--- config.mk ---
export PLATFORM = sky130hd
export DESIGN_NAME = imem_fetch_ctrl
export DESIGN_NICKNAME = d
export VERILOG_FILES = /design/src/rtl/imem_fetch_ctrl.sv
export SDC_FILE = /design/constraint.sdc
export NUM_CORES = 1
export LEC_CHECK = 0
export CAP_MARGIN = 25
export CORE_ASPECT_RATIO = 0.8
export CORE_MARGIN = 2
export CORE_UTILIZATION = 44
export CTS_CLUSTER_DIAMETER = 200
export DETAILED_ROUTE_END_ITERATION = 10
export PLACE_DENSITY_LB_ADDON = 0.05
export SLEW_MARGIN = 20
export SYNTH_ARGS = -nofsm -noshare
export SYNTH_HDL_FRONTEND = slang
export SYNTH_SLANG_ARGS = --single-unit
--- constraint.sdc ---
create_clock -name clk -period 4.8 [get_ports clk]
set_input_delay 0.48 -clock clk [delete_from_list [all_inputs] [get_ports clk]]
set_output_delay 0.48 -clock clk [all_outputs]
set_load 0.1 [all_outputs]
--- src/rtl/imem_fetch_ctrl.sv ---
// -----------------------------------------------------------------------------
// imem_fetch_ctrl
//   Instruction-fetch sequencer. Owns the program counter and the single
//   instruction-memory port, which is shared between a boot loader (writes in
//   LOAD) and instruction fetch (reads in RUN). Provides stall, redirect and
//   halt control for the fetch stage.
//
// Ports
//   clk, rst_n          rising-edge clock, asynchronous active-low reset
//   load_req_i          enter LOAD (honoured in IDLE/HALT only, wins over start)
//   start_i             enter RUN  (honoured in IDLE/HALT only)
//   ld_valid_i/ld_addr_i/ld_data_i/ld_last_i, ld_ready_o
//                       loader write channel; LOAD exits after an accepted
//                       beat carrying ld_last_i
//   stall_i             hold pc and the fetch output registers
//   redirect_valid_i/redirect_pc_i
//                       taken branch/jump, overrides stall, squashes output
//   imem_addr_o/imem_we_o/imem_wdata_o, imem_rdata_i
//                       instruction memory port (read data combinational)
//   if_pc_o/if_instr_o/if_valid_o
//                       fetched word and its PC towards decode
//   state_o             00 IDLE, 01 LOAD, 10 RUN, 11 HALT
// -----------------------------------------------------------------------------
module imem_fetch_ctrl #(
  parameter int unsigned DEPTH_LOG2 = 8,
  parameter logic [31:0] RESET_PC   = 32'h0000_0000,
  parameter logic [31:0] HALT_WORD  = 32'hFFFF_FFFF
) (
  input  logic        clk,
  input  logic        rst_n,
  input  logic        load_req_i,
  input  logic        ld_valid_i,
  input  logic [31:0] ld_addr_i,
  input  logic [31:0] ld_data_i,
  output logic        ld_ready_o,
  input  logic        ld_last_i,
  input  logic        start_i,
  input  logic        stall_i,
  input  logic        redirect_valid_i,
  input  logic [31:0] redirect_pc_i,
  output logic [31:0] imem_addr_o,
  output logic        imem_we_o,
  output logic [31:0] imem_wdata_o,
  input  logic [31:0] imem_rdata_i,
  output logic [31:0] if_pc_o,
  output logic [31:0] if_instr_o,
  output logic        if_valid_o,
  output logic [1:0]  state_o
);

  typedef enum logic [1:0] {
    ST_IDLE = 2'b00,
    ST_LOAD = 2'b01,
    ST_RUN  = 2'b10,
    ST_HALT = 2'b11
  } state_e;

  state_e      state_q, state_d;
  logic [31:0] pc_q, pc_d;
  logic [31:0] if_instr_q, if_instr_d;
  logic [31:0] if_pc_q, if_pc_d;
  logic        if_valid_q, if_valid_d;

  // The memory only decodes pc[DEPTH_LOG2+1:2]; the upper bits simply wrap
  // around the array. The byte-offset bits of the loader/redirect addresses
  // are dropped because the port is word-aligned.
  logic [DEPTH_LOG2-1:0] unused_mem_idx_s;
  logic [3:0]            unused_lsb_s;
  assign unused_mem_idx_s = pc_q[DEPTH_LOG2+1:2];
  assign unused_lsb_s     = {ld_addr_i[1:0], redirect_pc_i[1:0]};

  // State, PC and fetch-output registers.
  always_ff @(posedge clk or negedge rst_n) begin
    if (!rst_n) begin
      state_q    <= ST_IDLE;
      pc_q       <= RESET_PC;
      if_instr_q <= 32'h0000_0000;
      if_pc_q    <= 32'h0000_0000;
      if_valid_q <= 1'b0;
    end else begin
      state_q    <= state_d;
      pc_q       <= pc_d;
      if_instr_q <= if_instr_d;
      if_pc_q    <= if_pc_d;
      if_valid_q <= if_valid_d;
    end
  end

  // Next-state, PC sequencing and fetch capture.
  always_comb begin
    state_d    = state_q;
    pc_d       = pc_q;
    if_instr_d = if_instr_q;
    if_pc_d    = if_pc_q;
    if_valid_d = if_valid_q;
    case (state_q)
      ST_IDLE, ST_HALT: begin
        if_valid_d = 1'b0;
        if (load_req_i) begin
          state_d = ST_LOAD;
        end else if (start_i) begin
          state_d = ST_RUN;
          pc_d    = RESET_PC;
        end else begin
          state_d = state_q;
        end
      end
      ST_LOAD: begin
        if_valid_d = 1'b0;
        if (ld_valid_i && ld_last_i) begin
          state_d = ST_IDLE;
        end else begin
          state_d = ST_LOAD;
        end
      end
      ST_RUN: begin
        if (redirect_valid_i) begin
          // Redirect beats stall; the word fetched this cycle is wrong-path.
          pc_d       = {redirect_pc_i[31:2], 2'b00};
          if_valid_d = 1'b0;
        end else if (stall_i) begin
          pc_d = pc_q;
        end else if (imem_rdata_i == HALT_WORD) begin
          // Halt word is swallowed; pc is left pointing at it.
          state_d    = ST_HALT;
          if_valid_d = 1'b0;
        end else begin
          if_instr_d = imem_rdata_i;
          if_pc_d    = pc_q;
          if_valid_d = 1'b1;
          pc_d       = pc_q + 32'd4;
        end
      end
      default: begin
        state_d    = ST_IDLE;
        if_valid_d = 1'b0;
      end
    endcase
  end

  // Memory port mux: loader owns it in LOAD, fetch reads at pc otherwise.
  always_comb begin
    ld_ready_o   = 1'b0;
    imem_we_o    = 1'b0;
    imem_addr_o  = 32'h0000_0000;
    imem_wdata_o = 32'h0000_0000;
    case (state_q)
      ST_LOAD: begin
        ld_ready_o   = 1'b1;
        imem_we_o    = ld_valid_i;
        imem_addr_o  = {ld_addr_i[31:2], 2'b00};
        imem_wdata_o = ld_data_i;
      end
      ST_RUN, ST_HALT: begin
        imem_addr_o = pc_q;
      end
      default: begin
        imem_addr_o = 32'h0000_0000;
      end
    endcase
  end

  assign if_pc_o    = if_pc_q;
  assign if_instr_o = if_instr_q;
  assign if_valid_o = if_valid_q;
  assign state_o    = state_q;

endmodule

# Word-level counts from Yosys, hierarchy flattened
# Cells that the tools add are included.
[word_totals] ff_bits=99 input_bits=136 out_inout_bits=133 wordCells=51
[classes] addsub=1 n_eq_ne=12 n_mux=21 bitwise=3 n_reduce_logical=9
[op_table] op="$mux W32" n=6
[op_table] op="$pmux W32 S2" n=2
[op_table] op="$add A32 B3 Y32 const B" n=1
[op_table] op="$eq A32 B32 Y1 const B" n=1
[op_table] op="$mux W2" n=5
[op_table] op="$ne A2 B2 Y1 const B" n=5
[op_table] op="$ne A3 B3 Y1 const B" n=3
[op_table] op="$reduce_and A4 Y1" n=2
[op_table] op="$mux W1" n=6
[op_table] op="$pmux W2 S3" n=1
[op_table] op="$reduce_and A5 Y1" n=1
[op_table] op="$eq A2 B2 Y1 const B" n=2
[op_table] op="$reduce_or A2 Y1" n=2
[op_table] op="$not A1 Y1" n=3
[op_table] op="$reduce_or A3 Y1" n=1
[op_table] op="$eq A2 B1 Y1 const B" n=1
[op_table] op="$logic_not A2 Y1" n=1
[op_table] op="$pmux W1 S2" n=1
[op_table] op="$reduce_bool A2 Y1" n=1
[op_table] op="$logic_and A1 B1 Y1" n=1

# Logic depth before layout (Yosys ltp)
# Gate-level depths: netlist (run 1).
[depth] ltp_word=5 depth_mapped=9 ltp_nobuf=7

# Worst setup path before layout (run 1)
# OpenSTA, ideal clock, no wires.
[synth_path] kind="reg2out" from="reg state_q[0] (netlist: state_o[0])" to="out imem_addr_o[10]" arrival_time_ps=3869 required_time_ps=4320 slack_ps=451 path_stages_with_launch=6 path_buffers=2 cell_sequence="dfrtp_1 > ha_1 > clkbuf_1 > buf_1 > a22oi_1 > nor2_1"
[synth_between] elab_chain_len=3 word_cells_on_any_way=5 classes_between="3 x eq/ne; 1 x mux; 1 x reduce/logical"
[synth_lines] element="start: declaration" line="58" text="state_e state_q, state_d;"
[synth_lines] element="start signal: assignment" line="81" text="state_q <= state_d;"
[synth_lines] element="$eq A2 B2 Y1" line="147" text="case (state_q)"
[synth_lines] element="$reduce_or A2 Y1" line="147"
[synth_lines] element="$pmux W32 S2 (*)" line="147"
[synth_lines] element="end: declaration" line="41" text="output logic [31:0] imem_addr_o,"
# Mark *: on every way between the ends. The rest lies on a longest branch, timed or not.

# Worst setup path in the final report (run 1)
[layout_path] from="reg state_q[1] (netlist: state_o[1])" to="out imem_wdata_o[29]"
[layout_between] elab_chain_len=2
[layout_lines] element="$eq A2 B1 Y1" line="147"
[layout_lines] element="$mux W32" line="147"
[layout_lines] element="end: declaration" line="43" text="output logic [31:0] imem_wdata_o,"
# No other way between the ends.

==> reports/metrics.cfg, run 1 <==
[cells_and_area]
final_cell_mix=clkdlybuf4s50_1, dfrtp_1, mux2_2, nor2_1, buf_4
drive_gt1_share_pct=16.3
final_nets=901
diodes=0
syn_to_final_growth_pct=55.3
final_common_cell=clkdlybuf4s50_1
nFillCells=926
final_cell_count_no_fill=918
final_core_util_pct=69.3

[place]
dp_cells=901
portBuffers=260
hpwl_mm=12.7
globalplace.congestion=0.871

[sta]
worst_slew_pin_slew_ns=1.02
clock_skew_ns=0.00450
fmax_ghz=0.306
post-route-period-util_pct=68.1
setup_viol=0
tns_ns=0
hold_viol_final=0
grt_setup_unrepaired=no
slew_viol_final=0
maxSlewHeadroom_pct=31.9
period_needed_ns=3.27

[yosys]
yosysSeqAreaShare_pct=44.3
ys.flop_type=dfrtp_1
synth-async-reset-ratio_pct=100
ys_types=65
avgSynthCellArea_um2=10.2
synth_top_area_share_pct=44.3
netlist_instances=525
syn-cell-area_um2=5370
ys_ff_latch=95
synth_edf_count=0
yosys_warnings=0
yosysTopAreaCell=dfrtp_1
synthTopCellsByArea=dfrtp_1, mux2_2, a22oi_1

[floorplanning]
die_y_um=103
die-area_um2=13100
start_util_pct=44.6
ios=269
rows=36
core_um2=12000
die_x_um=127

[clock_network]
clock_sinks=95
cts_root_buffer=clkbuf_16
worstSkewPairLatency_ns=0.35
hold_buffers=0
cts_tree=done
numCtsBuffers=9
cts_setup_buffers=0
clock_path_buffers=2
h-tree-depth=3
cts_resized=0
cts.reportedPaths.clkPinSlew_ns=0.07

[worst_setup_path]
r2r_slack_ns=1.94
critPathRequiredTime_ns=4.32
crit_slowest_cell=clkdlybuf4s50_1
end_kind=output pin
cp_num_cells=4
path_class=reg -> out
start_kind=flop
crit_path_max_incr_delay_ns=1.14
crit_path_start=state_o[1]
crit_chain=inv_1 > ha_4 > and2_1 > clkdlybuf4s50_1
path_max_fanout=65
worst_r2r_path_depth=6
cp_top_family=buffers and inverters
crit_arrival_ns=2.79
path_buf_inv=2
r2r-start=state_o[1]

[route]
drc=0
num_vias=5212
routedWlPerCell_um=18.8
drt_pre_antenna_iters=5
drtIter0Drc=362
avgViaCountPerCell=5.68
wirelength_mm=17.2
ant_nets=0

[power]
leakagePower_nw=3.40
power_density_nw_per_um2=483
vdd_drop_max_mv=0.444

[run]
cap_violations=0

[global_route]
antenna_found_initial=0
grt_pass1_vias=4895
grt_max_degree=66
grt_remaining_overflow=0
grt_pass1_wl_mm=26.3
grt_util_all_layers_pct=25.8

[worst_hold_path]
worstHoldPathType=in -> async

[status]
outcome=complete, no violations

==> power breakdown <==
part / switching [mW] / leakage, nW / internal [mW]
Sequential: 0.139 / 1.15 / 0.962
Clock: 0.310 / 0.193 / 0.628
Combinational: 1.48 / 2.06 / 0.505
==> cells by family (layout without fill, tap and decap cells) <==
family                     count (synthesis)  count (layout)  share of synthesized area [%]
other                                      1               4                         0.0699
DFF                                       95              95                           44.3
and+or+nand+nor                          187             187                           19.0
AOI/OAI and AO/OA                        121             121                           17.3
buffers and inverters                     53             291                           4.97
adders and majority gates                  4               4                          0.933
muxes                                     64              64                           13.4
==> metrics by stage <==
stage          instance area (um2)  hold slack, ns  power, mW  worst slack, ns
2_1_floorplan                 5380           0.184       2.56            0.451
3_3_place_gp                  7900           0.469       3.08             1.35
3_5_place_dp                  7910           0.474       3.10             1.27
4_1_cts                       8300           0.140       4.05             1.15
5_1_grt                       8330           0.168       4.16             1.39
6_report                      8330           0.122       4.02             1.53
==> cell type report <==
cell class | instances | area [um2] | area share (%)
Multi-Input combinational cell | 380 | 2760 | 33.1
Timing Repair Buffer | 267 | 2580 | 31.0
Tap cell | 152 | 190 | 2.28
Sequential cell | 95 | 2380 | 28.5
Inverter | 8 | 30.0 | 0.360
Clock inverter | 6 | 155 | 1.86
Clock buffer | 10 | 239 | 2.87
==> synthesized netlist by cell type, drive strengths merged (3+ instances only) <==
master  instances
a32oi           4
ha              4
o31ai           9
o311ai          7
o211ai          8
a22oi          32
clkbuf         21
o22ai           4
nor4            9
nand4          15
o221ai          3
nand2          35
mux2           63
nand3          16
buf            24
nor2           47
a21oi           9
o2bb2a          3
inv             8
nor3           10
and2           35
dfrtp          95
a221o           9
o21ai          16
and3           10
==> state kept, by name, summed over array words and instances (netlist names) <==
name and flops:
if_instr_o 32, state_o 2, pc_q 30, if_pc_o 30
if_valid_o 1
==> final timing paths <==
| check | endpoint |
|---|---|
| max | imem_wdata_o[29] |
| min | if_pc_o[16] |
| max reg2reg | if_pc_o[13] |
| min reg2reg | if_pc_o[9] |
| max in group asynchronous | if_instr_o[29] |
| min in group clk | if_pc_o[9] |
==> per-layer routing <==
layer	GRT usage, %	wire length (um)	up-vias
met4	7.10	246	0
li1	-	-	2433
met3	7.73	1330	20
met5	0	0	-
met1	32.0	6920	2535
met2	44.4	8720	224
Note: power is estimated with default switching activity, not from simulation.
==> run 2, diff against run 1 <==
CORE_UTILIZATION = 41   (was 44)
clock period = 3.4 ns   (was 4.8 ns; I/O delays follow)
==> run 2 against run 1 <==
Clock skew increased by 0.0018 ns. Critical endpoint is now pc_q[3]. Largest cell class is now non-clock buffers. Clock power increased by 20%. Utilization increased by 2.9 points.
==> reports/metrics.cfg, run 2 (synthesis gave the netlist of run 1 again) <==
[cells_and_area]
final_common_cell=clkdlybuf4s50_1
syn_to_final_growth_pct=72.5
register_area_um2=2380
multi_input_area_um2=2970
final_cell_mix=clkdlybuf4s50_1, dfrtp_1, buf_12, mux2_2, nand2_1
drive_gt1_share_pct=25.4
final_core_util_pct=72.2
final_nets=907
nFillCells=941
diodes=0
largest_register_ffs=32

[global_route]
grt_util_met3_pct=7.01
grt_pass1_vias=5199
grt_remaining_overflow=0
grt_pass1_wl_mm=29.0
grt_util_all_layers_pct=26.0
top_usage_layer=met2
grt_util_met2_pct=44.8
gr-usage-met1_pct=32.7
antenna_found_initial=0
grt_max_degree=83

[worst_setup_path]
crit_path_start=state_o[1]
regToRegEndpoint=pc_q[3]
path_class=reg -> reg
r2r_slack_ns=0.70
cp_top_family=compound AO/OA/AOI/OAI gates
cp-endpoint=pc_q[3]
critPathRequiredTime_ns=3.62
crit_path_max_incr_delay_ns=0.41
cp_num_cells=7
crit_slowest_cell=a21oi_1
cpMostUsedCell=buf_4
path_buf_inv=2
crit_chain=buf_4 > ha_1 > nand2b_1 > o211ai_1 > buf_4 > a21oi_1 > mux2_2
crit_arrival_ns=2.92
end_kind=flop
r2r-start=state_o[1]
path_max_fanout=32
worst_r2r_path_depth=7
start_kind=flop

[place]
hpwl_mm=14.0
globalplace.congestion=0.825
portBuffers=260

[route]
num_vias=5282
ant_nets=0
drtIter0Drc=363
drt_pre_antenna_iters=5
drc=0
avgViaCountPerCell=5.58
routedWlPerCell_um=19.4
wirelength_mm=18.4

[sta]
slew_viol_final=0
maxSlewHeadroom_pct=29.9
post-route-period-util_pct=79.4
worst_slew_pin_slew_ns=1.05
hold_viol_final=0
fmax_ghz=0.370
grt_setup_unrepaired=no
period_needed_ns=2.70
setup_viol=0
clock_skew_ns=0.00625
tns_ns=0

[clock_network]
h-tree-depth=3
cts_setup_buffers=0
cts_resized=0
hold_buffers=0
clock_path_buffers=2
cts_tree=done
numCtsBuffers=9
worstSkewPairLatency_ns=0.34
cts_root_buffer=clkbuf_16
cts.reportedPaths.clkPinSlew_ns=0.07
clock_sinks=95

[floorplanning]
rows=37
core_um2=12800
start_util_pct=41.8
die-area_um2=14000
ios=269
die_y_um=106
die_x_um=132

[power]
vdd_drop_max_mv=0.535
power_density_nw_per_um2=613
leakagePower_nw=3.72

[status]
outcome=complete, no violations

[worst_hold_path]
worstHoldPathType=in -> async

[run]
cap_violations=0

## run 2: worst min-delay path by stage
stage,startpoint,endpoint,cells past startpoint
after global placement,if_pc_o[7],if_pc_o[7],1
after global routing,rst_n,if_pc_o[14],1
after detailed placement,if_pc_o[4],if_pc_o[4],1
after floorplan,rst_n,if_instr_o[0],0
after CTS,rst_n,if_pc_o[15],1
final,rst_n,pc_q[14],1
## run 2: stage by stage
stage / hold WS, ns / cells / setup slack [ns] / instance area [um2] / power (mW)
2_1_floorplan: 0.0444 / 528 / 0.0526 / 5590 / 3.66
3_3_place_gp: 0.468 / 930 / 0.557 / 8910 / 4.54
3_5_place_dp: 0.479 / 931 / 0.528 / 8920 / 4.58
4_1_cts: 0.225 / 947 / 0.756 / 9250 / 5.71
5_1_grt: 0.108 / 947 / 0.564 / 9260 / 5.86
6_report: 0.0148 / 947 / 0.699 / 9260 / 5.67
## run 2: layout make-up
cell class	instances	area share (%)
repair buffers	273	36.0
multi-input cells	380	32.0
flip-flops and latches	95	25.7
clock buffers	11	2.73
well taps	175	2.37
clock inverters	5	0.851
inverters	8	0.324
## run 2: layer usage
layer  part of all wire, %  routed length (um)
met5                     0                   0
met4                   1.5                 274
met3                   7.1                1310
met2                    51                9370
met1                    40                7450
## run 2: power breakdown
group / total (mW) / switching, mW / internal [mW] / leakage [nW]
clock network: 1.12 / 0.433 / 0.685 / 0.166
logic: 3.00 / 2.15 / 0.853 / 2.40
registers: 1.55 / 0.195 / 1.36 / 1.15
total: 5.67 / 2.78 / 2.90 / 3.72
## run 2: worst register-to-register path, delay by kind of cell, from the launching register on
family                   cells  cell delay, ns
flip-flops                   1            0.34
AND/OR/NAND/NOR              1            0.18
multiplexers                 1            0.41
buffers and inverters        2            0.65
AO/OA/AOI/OAI                2            0.69
adder cells (fa/ha/maj)      1            0.31
==> run 3, diff against run 2 <==
clock period = 2.6 ns   (was 3.4 ns; I/O delays follow)
==> run 3 against run 2 <==
Utilization increased by 0.71 points. Final area up 0.99%. Non-clock buffer count increased by 17. Cell count is 1.8% higher. Clock skew is 0.00074 ns higher. Critical path depth is the same.
==> reports/metrics.cfg, run 3 (synthesis gave the netlist of run 1 again) <==
[cells_and_area]
syn_to_final_growth_pct=74.2
nFillCells=880
multi_input_area_um2=3030
final_core_util_pct=72.9
diodes=0
largest_register_ffs=32
final_common_cell=clkdlybuf4s50_1
drive_gt1_share_pct=39.3
register_area_um2=2380
final_cell_mix=clkdlybuf4s50_1, dfrtp_1, buf_4, buf_12, mux2_2
final_nets=924

[sta]
clock_skew_ns=0.00699
hold_viol_final=0
maxSlewHeadroom_pct=42.1
setup_viol=0
fmax_ghz=0.410
worst_slew_pin_slew_ns=0.868
slew_viol_final=0
post-route-period-util_pct=93.7
period_needed_ns=2.44
grt_setup_unrepaired=no
tns_ns=0

[clock_network]
worstSkewPairLatency_ns=0.35
cts_root_buffer=clkbuf_16
cts.reportedPaths.clkPinSlew_ns=0.07
numCtsBuffers=9
cts_tree=done
clock_path_buffers=2
clock_sinks=95
h-tree-depth=3

[power]
leakagePower_nw=3.90
power_density_nw_per_um2=780
p_seq_share_pct=27.9
combPwrFrac_pct=53.3
intPower_mw=3.64
vdd_drop_max_mv=0.588
power.net_switching_mw=3.66
clkPwrFrac_pct=18.8
switching_share_pct=50.2

[route]
ant_nets=0
drc=0
avgViaCountPerCell=5.63
routedWlPerCell_um=19.8
drtIter0Drc=386
drt_pre_antenna_iters=5
wirelength_mm=19.1
num_vias=5430

[worst_setup_path]
crit_arrival_ns=2.72
path_class=reg -> reg
start_kind=flop
critPathRequiredTime_ns=2.88
end_kind=flop
path_max_fanout=11

[status]
outcome=complete, no violations

[worst_hold_path]
worstHoldPathType=in -> reg

[floorplanning]
start_util_pct=41.8
die_x_um=132
die-area_um2=14000
core_um2=12800
die_y_um=106
ios=269
rows=37

[global_route]
grt_pass1_vias=5406
grt_pass1_wl_mm=29.9
grt_max_degree=66
antenna_found_initial=0
grt_util_all_layers_pct=27.1
grt_remaining_overflow=0

[place]
portBuffers=260
hpwl_mm=14.8
globalplace.congestion=0.936

[run]
cap_violations=0

-- run 3: cell types whose count changed in the layout (fill, tap and decap cells not counted), sizes merged --
cell | before | now
buf | 80 | 160
bufinv | 2 | 1
clkbuf | 11 | 12
clkdlybuf4s50 | 193 | 129
clkinv | 2 | 1
clkinvlp | 0 | 2
dlygate4sd3 | 0 | 1
inv | 9 | 8
-- run 3: metrics by stage --
| stage | instance area [um2] | setup slack, ns | power, mW | instances | hold WS (ns) |
|---|---|---|---|---|---|
| 2_1_floorplan | 5670 | 0.0552 | 4.80 | 528 | -0.0356 |
| 3_3_place_gp | 9020 | 0.0492 | 5.91 | 946 | 0.310 |
| 3_5_place_dp | 9020 | 0.0417 | 5.96 | 946 | 0.317 |
| 4_1_cts | 9340 | 0.153 | 7.33 | 963 | 0.405 |
| 5_1_grt | 9350 | 0.0177 | 7.53 | 964 | 0.441 |
| 6_report | 9350 | 0.164 | 7.30 | 964 | 0.420 |
-- run 3: worst paths after layout --
check                            startpoint          end  slack, ns  depth (start not counted)
min in group asynchronous             rst_n  if_pc_o[17]       0.47                          2
max reg2reg                      state_o[0]     pc_q[25]       0.16                          7
max                              state_o[0]     pc_q[25]       0.16                          7
min reg2reg                     if_pc_o[12]  if_pc_o[12]       0.50                          1
min                        redirect_valid_i     pc_q[15]       0.42                          3
max in group asynchronous             rst_n     pc_q[14]       1.34                          3
-- run 3: metal layers --
layer	GRT usage, %	vias up	part of all wire, %
li1	-	2488	-
met1	34.2	2654	41
met2	48.0	270	51
met3	6.01	18	6.7
met4	5.20	0	1.3
met5	0	-	0
-- run 3: cell type report --
| type | instances | area share, % |
|---|---|---|
| tap | 175 | 2.34 |
| inverter | 8 | 0.321 |
| sequential | 95 | 25.5 |
| clock inverter | 4 | 0.575 |
| clock buffer | 12 | 2.74 |
| multi-input combinational | 380 | 32.4 |
| timing repair buffer | 290 | 36.1 |
-- run 3: what timing repair did --
| item | CTS | global route |
|---|---|---|
| endpoints found under the hold margin | 45 | 0 |
| buffers inserted | 0 | 1 |
| setup endpoints to repair | 0 | 4 |
| resized for setup | 0 | 0 |
| hold buffers | 1 | 0 |
-- run 3: power groups by stage --
stage	sequential, mW	combinational [mW]	clock (mW)
after global placement	2.04	3.86	0
after global routing	2.08	3.99	1.45
after detailed placement	2.06	3.90	0
after floorplan	3.75	1.04	0
after CTS	2.04	3.90	1.39
final	2.04	3.89	1.37
-- run 3: critical path: stages (launching register included) --
cell	delay, ns
dfrtp_2	0.44
inv_1	0.13
ha_1	0.24
nor3b_1	0.24
o21ai_0	0.19
a21oi_1	0.71
and3_1	0.30
a221o_1	0.13
